## config.mk

```make
export PLATFORM = sky130hd
export DESIGN_NAME = detect_monitor
export DESIGN_NICKNAME = d
export VERILOG_FILES = /design/src/rtl/detect_pkg.sv /design/src/rtl/detect_monitor_onehot_check.sv /design/src/rtl/detect_monitor.sv
export SDC_FILE = /design/constraint.sdc
export NUM_CORES = 1
export LEC_CHECK = 0
export ABC_AREA = 1
export CORE_MARGIN = 2
export CORE_UTILIZATION = 35
export DETAILED_ROUTE_END_ITERATION = 6
export GPL_TIMING_DRIVEN = 0
export SETUP_SLACK_MARGIN = 0.5
export SLEW_MARGIN = 30
export SYNTH_ARGS = -nofsm -noshare
export SYNTH_HDL_FRONTEND = slang
export SYNTH_HIERARCHICAL = 1
export SYNTH_SLANG_ARGS = --single-unit
```

## constraint.sdc

```tcl
create_clock -name clk -period 2.3 [get_ports clk]
set_clock_uncertainty 0.15 [all_clocks]
set_input_delay 0.46 -clock clk [delete_from_list [all_inputs] [get_ports clk]]
set_output_delay 0.46 -clock clk [all_outputs]
set_load 0.05 [all_outputs]
```

## src/rtl/detect_pkg.sv

```systemverilog
// Shared constants and run-FSM encoding for the detect_monitor block.
package detect_pkg;
   localparam logic IDLE      = 1'b0;
   localparam logic RUN       = 1'b1;
   localparam int   ONEHOT_W  = 5;
   localparam int   DEF_CNT_W = 8;
   localparam int   DEF_RUN_W = 8;

   typedef enum logic {
      S_IDLE = IDLE,
      S_RUN  = RUN
   } run_state_e;
endpackage

```

## src/rtl/detect_monitor_onehot_check.sv

```systemverilog
// Combinational legality check: valid_o is high iff exactly one input bit is set.
module onehot_check
   import detect_pkg::*;
(
   input  logic [ONEHOT_W-1:0] vec_i,
   output logic                valid_o
);
   assign valid_o = ($countones(vec_i) == 1);
endmodule

```

## src/rtl/detect_monitor.sv

```systemverilog
// Monitor for the upstream sequence detector: counts z rising edges, tracks run
// lengths, strobes on each new detection and latches illegal state vectors.
module detect_monitor
   import detect_pkg::*;
#(
   parameter int CNT_W    = DEF_CNT_W,
   parameter int RUN_W    = DEF_RUN_W,
   parameter bit SATURATE = 1'b1
) (
   input  logic                clk,
   input  logic                reset,
   input  logic                clear,
   input  logic                z,
   input  logic [ONEHOT_W-1:0] states,
   output logic                pulse,
   output logic [CNT_W-1:0]    detect_count,
   output logic [RUN_W-1:0]    current_run,
   output logic [RUN_W-1:0]    max_run,
   output logic                run_active,
   output logic                onehot_err
);
   run_state_e       state_q, state_d;
   logic [CNT_W-1:0] cnt_q, cnt_d;
   logic [RUN_W-1:0] run_q, run_d;
   logic [RUN_W-1:0] max_q, max_d;
   logic             pulse_q, pulse_d;
   logic             err_q, err_d;
   logic             states_ok;
   logic             rise;

   onehot_check u_onehot_check (
      .vec_i   (states),
      .valid_o (states_ok)
   );

   always_comb begin
      state_d = state_q;
      rise    = 1'b0;
      case (state_q)
         S_IDLE: if (z) begin
            state_d = S_RUN;
            rise    = 1'b1;
         end
         S_RUN: if (!z) state_d = S_IDLE;
         default: state_d = S_IDLE;
      endcase

      cnt_d = cnt_q;
      if (rise) begin
         if (cnt_q == '1) cnt_d = SATURATE ? cnt_q : '0;
         else             cnt_d = cnt_q + 1'b1;
      end

      if (!z)              run_d = '0;
      else if (run_q == '1) run_d = run_q;
      else                 run_d = run_q + 1'b1;

      // Compare against the next run value so a record run shows up in max_run immediately.
      max_d   = (run_d > max_q) ? run_d : max_q;
      pulse_d = rise;
      err_d   = err_q | ~states_ok;

      // Clear wipes the statistics but the FSM keeps following z, so a held-high z
      // does not produce a fresh edge once clear drops.
      if (clear) begin
         cnt_d   = '0;
         run_d   = '0;
         max_d   = '0;
         pulse_d = 1'b0;
         err_d   = 1'b0;
      end
   end

   always_ff @(posedge clk) begin
      if (!reset) begin
         state_q <= S_IDLE;
         cnt_q   <= '0;
         run_q   <= '0;
         max_q   <= '0;
         pulse_q <= 1'b0;
         err_q   <= 1'b0;
      end else begin
         state_q <= state_d;
         cnt_q   <= cnt_d;
         run_q   <= run_d;
         max_q   <= max_d;
         pulse_q <= pulse_d;
         err_q   <= err_d;
      end
   end

   assign pulse        = pulse_q;
   assign detect_count = cnt_q;
   assign current_run  = run_q;
   assign max_run      = max_q;
   assign run_active   = (state_q == S_RUN);
   assign onehot_err   = err_q;
endmodule

```

# Word-level counts from Yosys, hierarchy flattened
# Index checks and enable logic that the tools add are counted.
[word_totals]
register_bits = 27
latchBits = 0
ramBits = 0
rom_bits = 0
in_bits = 9
out_inout_bits = 27
word_cells = 26
n_memories = 0
[op_classes]
addsub = 6
n_mul = 0
div = 0
order_cmp = 1
eq_ne = 3
n_shift = 0
mux = 4
bitwise_logic = 4
reduce_logical = 2
[op_table]
columns = ["cell", "n"]
rows = [
  ["$add 32x1->32", 1],
  ["$add 32x32->32", 1],
  ["$eq 32x2->1 const B", 1],
  ["$add 8x1->8 const B", 2],
  ["$eq 8x8->1 const B", 2],
  ["$mux 8", 2],
  ["$gt 8x8->1", 1],
  ["$add 1x1->2", 2],
  ["$not 1->1", 3],
  ["$mux 1", 2],
  ["$reduce_and 2->1", 1],
  ["$reduce_or 2->1", 1],
  ["$or 1x1->1", 1],
]

# Longest topological paths before layout
# Gate-level depths: netlist of the first run.
[logic_depth]
depth_word = 6
mapped_depth = 18
depth_no_buf = 18

# By module
# The synthesis of the first run kept the hierarchy.
[modules_own_cells]
columns = ["module", "n_inst", "cells_each", "area_per_inst_um2", "seq_area_each_um2"]
rows = [
  ["detect_monitor", 1, 219, 1508.9, 540.5],
  ["onehot_check", 1, 11, 85.1, 0.0],
]

# Least setup slack after synthesis of the first run
# OpenSTA, ideal clock, no wires.
[synth_path]
path_type = "register -> register"
from = "reg run_q[0], in the netlist current_run[0]"
to = "reg max_q[0], in the netlist max_run[0]"
setup_ns = 0.117
arrival_time_ns = 2.472
t_required_ns = 2.033
path_slack_ns = -0.439
path_stages_with_launch = 15
n_path_buf = 1
synth_period_minus_slack_ns = 2.739
path_cell_list = "dfxtp_1 ha_1 nand3_2 clkinv_2 nand2_4 a21oi_1 nor2_2 ha_1 a21oi_1 nor2_1 nor2_1 nand2_1 buf_2 a21oi_1 nor2_1"
[synth_via]
elab_chain_cells = 4
elab_cells_between_ends = 5
classes_between = "1 x add/sub; 1 x order compare; 1 x eq/ne; 2 x mux"
[synth_lines]
columns = ["element", "line", "text"]
rows = [
  ["start: declaration", "detect_monitor.sv:24", "logic [RUN_W-1:0] run_q, run_d;"],
  ["start signal: assignment", "detect_monitor.sv:85", "run_q <= run_d;"],
  ["$add 8x1->8 or $eq 8x8->1 (tied branches)", "detect_monitor.sv:56, detect_monitor.sv:55", ""],
  ["$mux 8 (*)", "detect_monitor.sv:55", "else if (run_q == '1) run_d = run_q;"],
  ["$mux 8 (*)", "detect_monitor.sv:54", "if (!z) run_d = '0;"],
  ["$gt 8x8->1", "detect_monitor.sv:59", "max_d = (run_d > max_q) ? run_d : max_q;"],
  ["end signal: assignment", "detect_monitor.sv:86", "max_q <= max_d;"],
  ["end: declaration", "detect_monitor.sv:25", "logic [RUN_W-1:0] max_q, max_d;"],
]
# Every way passes the cells marked *; elsewhere a longest branch is shown, timed or not.
# A chain may end at the register's enable or synchronous reset.

# Final worst setup path of the first run
[layout_path]
from = "reg run_q[0], in the netlist current_run[0]"
to = "reg max_q[6], in the netlist max_run[6]"
# Same word-level chain as after synthesis.

==> metrics.csv, run 1 <==
stage,metric,value,unit
setup_path,Worst Path Required,2330,ps
finish,final instance area,2370,µm²
power_and_ir_drop,Pwr Density,732,nW/µm²
power_and_ir_drop,Int Power,1000,µW
global_routing,largest net degree at the start of global routing,16,
finish,area grow syn2layout,48.6,%
routing,Residual DRC,0,
cts,CTS tree,done,
power_and_ir_drop,clock power share,0.163,
run,max-cap violations,0,
placed_design,Placed Cells,316,
sta,setup TNS,-661,ps
cts,Clock Sinks,27,
routing,Routed Antenna Nets,0,
die,Die Span Y,71.5,µm
finish,Total Nets Final,305,
setup_path,CP endpoint kind,register,
cts,Worst-path clk slew,100,ps
global_routing,grt ovf,0,
die,core area,4380,µm²
routing,final WL,3.90,mm
setup_path,CP Launch Type,register,
placed_design,Post-Place Cell Area,2100,µm²
placed_design,port bufs,34,
cts,Root Buffer,clkbuf_8,
sta,worst slew pin tran,482,ps
routing,First-pass DRT Iterations,4,
setup_path,r2r setup slk,-100,ps
placed_design,Routability Congestion,0.798,
routing,routed wire length per instance,11.7,µm
sta,final hold violation count,0,
die,Die ar.,5110,µm²
placed_design,Post-DP HPWL,2.63,mm
routing,Via-to-Cell Ratio,4.63,
global_routing,first-pass GRT wire length,6.58,mm
setup_path,critical path arrival,2430,ps
global_routing,vias in the first global route,1455,
logic_synthesis,"Cell Area, Synth",1590,µm²
global_routing,GRT Overall Usage,0.160,
power_and_ir_drop,Logic pwr share,0.535,
run_status,status,finished with violations,
power_and_ir_drop,Seq pwr share,0.302,
sta,Tmin final,2400,ps
die,DIE WIDTH,71.5,µm
cts,Post-CTS Hold Fix Bufs,0,
cts,Inserted Clock Buffers,3,
finish,share of post-route cells with drive strength above 1,0.372,
sta,Max Freq,417,MHz
finish,# diodes,0,
logic_synthesis,sequential area share after synthesis,0.339,
logic_synthesis,Syn. warnings,6,
setup_path,RR Endpoint,max_run[6]$_SDFFE_PP0N_,
sta,final slew viol count,0,
power_and_ir_drop,VDD IR-drop max,0.534,mV
logic_synthesis,Avg Synthesized Cell Area,6.93,µm²
die,IO Count,36,
run_status,failing checks,setup timing,
min_path,hold path startpoint,z,
routing,routed vias,1546,
setup_path,Crit Path Max Fanout,5,
finish,"Cell Count, Final, Fillers Out",334,
sta,Final WS setup,-98.2,ps
sta,Tcrit/Tclk final,1.04,
setup_path,Crit Path Category,register to register,
min_path,Hold EP,run_active$_SDFF_PN0_,
global_routing,initial antenna violation count,0,
sta,final setup fails,8,
die,Initial Util,0.364,
die,num rows,24,
power_and_ir_drop,Leak,0.00105,µW
setup_path,Reg2Reg Depth,13,
logic_synthesis,Syn Inst Count,230,
logic_synthesis,net count after synthesis,252,
logic_synthesis,Synth Register Bits,27,
cts,Clock Latency Late Sink,280,ps
finish,register area,573,µm²
min_path,worst hold path type,input port to register,
logic_synthesis,library cells used by synthesis,27,
routing,Starting DRT DRC Count,74,
cts,H-tree depth,1,
min_path,hold depth,3,
power_and_ir_drop,switching power total,730,µW
sta,RSZ-0062 raised after global routing,true,
finish,footprint of the multi-input gates,1080,µm²
cts,clk buf depth,2,
setup_path,R2R Path Start,current_run[0]$_SDFF_PP0_,
sta,worst rel slew slack,0.680,
finish,fillers,433,
power_and_ir_drop,switching fraction of total power,0.421,
-- synthesized netlist by cell type, drive strengths merged --
cell	n	area (µm²)
o21ai	5	25.0
inv	39	146
buf	3	17.5
fa	2	40.0
ha	11	138
xnor2	3	26.3
a21o	1	7.51
nand4	3	18.8
xor2	3	26.3
nand2	59	234
clkinv	1	5.00
nor2	33	141
nand3	14	80.1
dfxtp	27	541
nand3b	2	15.0
a21oi	18	90.1
clkbuf	2	17.5
nor3	4	25.0
-- layout make-up --
class | instances | area share
Sequential cell | 27 | 0.242
Buffer | 5 | 0.0201
Clock buffer | 3 | 0.0174
Clock inverter | 1 | 0.00211
Tap cell | 52 | 0.0275
Inverter | 40 | 0.0666
Timing Repair Buffer | 48 | 0.169
Multi-Input combinational cell | 158 | 0.456
-- flip-flops by register name (all words and copies together) (netlist names) --
register and count:
current_run 8, detect_count 8, max_run 8, onehot_err 1, pulse 1, run_active 1
-- worst max-delay path by stage --
stage | cells past startpoint | to | startpoint | slack (ps)
after floorplan | 14 | max_run[0]$_SDFFE_PP0N_ | current_run[0]$_SDFF_PP0_ | 40
after global placement | 10 | onehot_err$_SDFF_PP0_ | states[0] | -370
after detailed placement | 10 | onehot_err$_SDFF_PP0_ | states[0] | -360
after CTS | 12 | max_run[3]$_SDFFE_PP0N_ | current_run[0]$_SDFF_PP0_ | 20
after global routing | 14 | max_run[0]$_SDFFE_PP0N_ | current_run[0]$_SDFF_PP0_ | -200
final | 13 | max_run[6]$_SDFFE_PP0N_ | current_run[0]$_SDFF_PP0_ | -100
-- cell families after synthesis --
| logic type | synth area share |
|---|---|
| DFF | 0.339 |
| and+or+nand+nor | 0.323 |
| AOI/OAI and AO/OA | 0.0769 |
| adders and majority gates | 0.111 |
| xor gates and xnor gates | 0.0330 |
| buffers and inverters | 0.117 |
-- power groups by stage --
| stage | sequential, µW | clock, µW | combinational, µW |
|---|---|---|---|
| floorplan | 649 | 0 | 471 |
| global placement | 534 | 0 | 743 |
| detailed placement | 535 | 0 | 749 |
| CTS | 524 | 289 | 886 |
| global route | 529 | 307 | 1020 |
| finish | 523 | 282 | 928 |
-- what timing repair did --
action,4_1_cts,5_1_grt
resized for setup,93,30
setup buffers,9,3
endpoints found under the setup margin,36,25
pin swaps,22,5
gates cloned,2,0
-- routing by layer --
metal / global-route usage / wire length [µm] / up-vias
li1: - / - / 821
met2: 0.252 / 1820 / 22
met5: 0 / 0 / -
met1: 0.231 / 1950 / 701
met4: 0.0314 / 33 / 0
met3: 0.0267 / 105 / 2
-- cell usage in the layout, fill, tap and decap left out, types with 9 or more instances in the layout --
cell,netlist,final
dfxtp_1,27,17
clkdlybuf4s15_2,0,9
clkbuf_2,0,11
nand2_2,2,11
inv_1,38,35
a21oi_1,18,11
nor2_1,28,25
buf_4,1,13
nand2_1,56,47
nand3_2,2,9
-- metrics by stage --
| step | utilization | power [µW] | hold WS [ps] | worst slack [ps] |
|---|---|---|---|---|
| 2_1_floorplan | - | 1120 | 408 | 39.8 |
| 5_1_grt | 0.540 | 1850 | 293 | -204 |
| 3_5_place_dp | 0.478 | 1280 | 290 | -358 |
| 6_report | 0.540 | 1730 | 297 | -98.2 |
| 3_3_place_gp | 0.478 | 1280 | 282 | -369 |
| 4_1_cts | 0.534 | 1700 | 289 | 20.7 |
-- worst max-delay path, stage by stage, from the launching register on --
cell and delay (ps):
dfxtp_4 390, ha_4 150, nand3_4 110, nor2_4 110, nand2_1 80, nand3_2 120, inv_1 50, ha_1 260
nand2_1 70, nor2_2 130, nand4_1 270, buf_6 240, a21oi_2 110, nor2_1 50
(Power assumes the default switching activity.)
==> run 2: changes to the inputs <==
Settings changed: SKIP_CTS_REPAIR_TIMING set to 1.
==> run 2 against run 1 <==
- the flow still finishes with violations (setup timing)
- worst setup slack got worse by 3.1 ps
- wire length fell by 4.9%
- critical path depth did not move
- sequential share of layout area fell by 0.33 points
- clock-buffer cell count did not move
==> metrics.csv, run 2 (synthesized netlist as in run 1, its figures left out) <==
stage,metric,value,unit,change
power_and_ir_drop,Tot Pwr,1690,µW,-2.4%
setup_path,Crit Path Max Fanout,6,,+1
sta,Final WS setup,-101,ps,-3.14 ps
run_status,status,finished with violations,,
routing,met2 wire length,1.72,mm,-5.2%
cts,Clock Latency Late Sink,280,ps,about the same
sta,Max Freq,416,MHz,-0.13%
routing,top sig layer,met4,,
setup_path,Top delay family on crit path,simple AND/OR/NAND/NOR gates,,
setup_path,Crit path largest cell delay,400,ps,about the same
global_routing,largest net degree at the start of global routing,16,,unchanged
placed_design,Routability Congestion,0.798,,unchanged
sta,RSZ-0062 raised after global routing,true,,
power_and_ir_drop,VDD IR-drop max,0.503,mV,-5.6%
setup_path,Crit Path Category,register to register,,
routing,routed wire length per instance,11.4,µm,-2.6%
die,Die ar.,5110,µm²,unchanged
routing,routed vias,1490,,-3.6%
global_routing,vias in the first global route,1320,,-9.3%
run_status,failing checks,setup timing,,
finish,fillers,431,,-0.46%
setup_path,critical path arrival,2430,ps,about the same
sta,final slew viol count,0,,unchanged
placed_design,pre-CTS setup slack,-358,ps,unchanged
die,DIE WIDTH,71.5,µm,unchanged
setup_path,CP max stage cell,dfxtp_4,,
finish,share of post-route cells with drive strength above 1,0.292,,-0.0804
placed_design,port bufs,34,,unchanged
die,core area,4380,µm²,unchanged
power_and_ir_drop,Leak,0.00143,µW,+36%
sta,Tmin final,2400,ps,+3.14 ps
cts,Clock Sinks,27,,unchanged
finish,"commonest non-fill, non-tap cell in the layout",nand2_1,,
die,Initial Util,0.364,,unchanged
routing,met1 wire length,1.80,mm,-7.2%
global_routing,first-pass GRT wire length,5.91,mm,-10%
cts,Inserted Clock Buffers,3,,unchanged
cts,Worst-path clk slew,100,ps,about the same
global_routing,grt ovf,0,,unchanged
sta,worst hold slack,295,ps,-2.04 ps
cts,Root Buffer,clkbuf_8,,
cts,clk buf depth,2,,unchanged
die,num rows,24,,unchanged
setup_path,crit path cell chain,ha_4 > nand3_4 > nor2_4 > nand2_1 > nand3_2 > inv_1 > ha_1 > nand2_1 > nor2_2 > nand4_1 > buf_6 > a21oi_2 > nor2_1,,
sta,Tcrit/Tclk final,1.04,,+0.00137
routing,final WL,3.71,mm,-4.9%
finish,area grow syn2layout,50.6,%,
setup_path,Worst Path Required,2330,ps,about the same
sta,final setup fails,8,,unchanged
setup_path,WP buf/inv,2,,unchanged
routing,First-pass DRT Iterations,4,,unchanged
sta,worst rel slew slack,0.654,,-0.0262
min_path,worst hold path type,input port to register,,
setup_path,CP Launch Type,register,,
finish,"commonest non-fill, non-tap cells in the layout","46 x nand2_1, 34 x inv_1, 25 x nor2_1, 25 x dlymetal6s2s_1, 17 x dfxtp_1",,
run,max-cap violations,0,,unchanged
power_and_ir_drop,Pwr Density,705,nW/µm²,-3.7%
sta,final hold violation count,0,,unchanged
finish,Total Nets Final,297,,-2.6%
global_routing,initial antenna violation count,0,,unchanged
routing,Via-to-Cell Ratio,4.57,,-1.3%
global_routing,GRT Overall Usage,0.143,,-0.0168
routing,Starting DRT DRC Count,83,,+12%
placed_design,Placed Cells,316,,unchanged
setup_path,CP endpoint kind,register,,
cts,H-tree depth,1,,unchanged
sta,worst slew pin tran,519,ps,+36.6 ps
placed_design,Post-DP HPWL,2.63,mm,unchanged
setup_path,Critical Path Most Common Cell,nand2_1,,
routing,Residual DRC,0,,unchanged
finish,"Cell Count, Final, Fillers Out",326,,-2.4%
die,IO Count,36,,unchanged
die,Die Span Y,71.5,µm,unchanged
finish,# diodes,0,,unchanged
routing,DR WL met3,148,µm,+41%
sta,setup TNS,-672,ps,-10.4 ps
cts,CTS tree,done,,
routing,Routed Antenna Nets,0,,unchanged
-- run 2: final timing paths --
kind	start	end	slack (ps)	cells after the start
setup / recovery	current_run[0]$_SDFF_PP0_	max_run[6]$_SDFFE_PP0N_	-100	13
setup reg to reg	current_run[0]$_SDFF_PP0_	max_run[6]$_SDFFE_PP0N_	-100	13
hold / removal	z	run_active$_SDFF_PN0_	290	3
hold reg to reg	onehot_err$_SDFF_PP0_	onehot_err$_SDFF_PP0_	300	2
-- run 2: worst reg2reg max path, stage by stage (launching register included) --
cell and delay [ps]:
dfxtp_4 400, ha_4 160, nand3_4 110, nor2_4 120, nand2_1 80, nand3_2 110, inv_1 50, ha_1 260
nand2_1 70, nor2_2 130, nand4_1 260, buf_6 250, a21oi_2 110, nor2_1 50
-- run 2: power by group --
part	switching, µW	internal [µW]
clock	160	122
sequential	27.7	495
combinational	518	371
total	706	987
-- run 2: final cells by class --
cell class,count,area [µm²],share of cell area
timing repair buffer,40,442,0.184
buffer,5,48.8,0.0203
clock inverter,1,5.00,0.00208
multi-input combinational,158,1070,0.445
sequential,27,573,0.239
inverter,40,158,0.0657
tap,52,65.1,0.0271
clock buffer,3,41.3,0.0172
-- run 2: per-stage QoR --
stage | util | area (µm²)
final | 0.548 | 2400
after global placement | 0.478 | 2100
after global routing | 0.548 | 2400
after CTS | 0.489 | 2140
after detailed placement | 0.478 | 2100
after floorplan | - | 1690
-- run 2: routing by layer --
| layer | global-route usage | vias up |
|---|---|---|
| met5 | 0 | - |
| met4 | 0.0314 | 0 |
| met3 | 0.0267 | 2 |
| met2 | 0.214 | 27 |
| met1 | 0.214 | 659 |
| li1 | - | 802 |
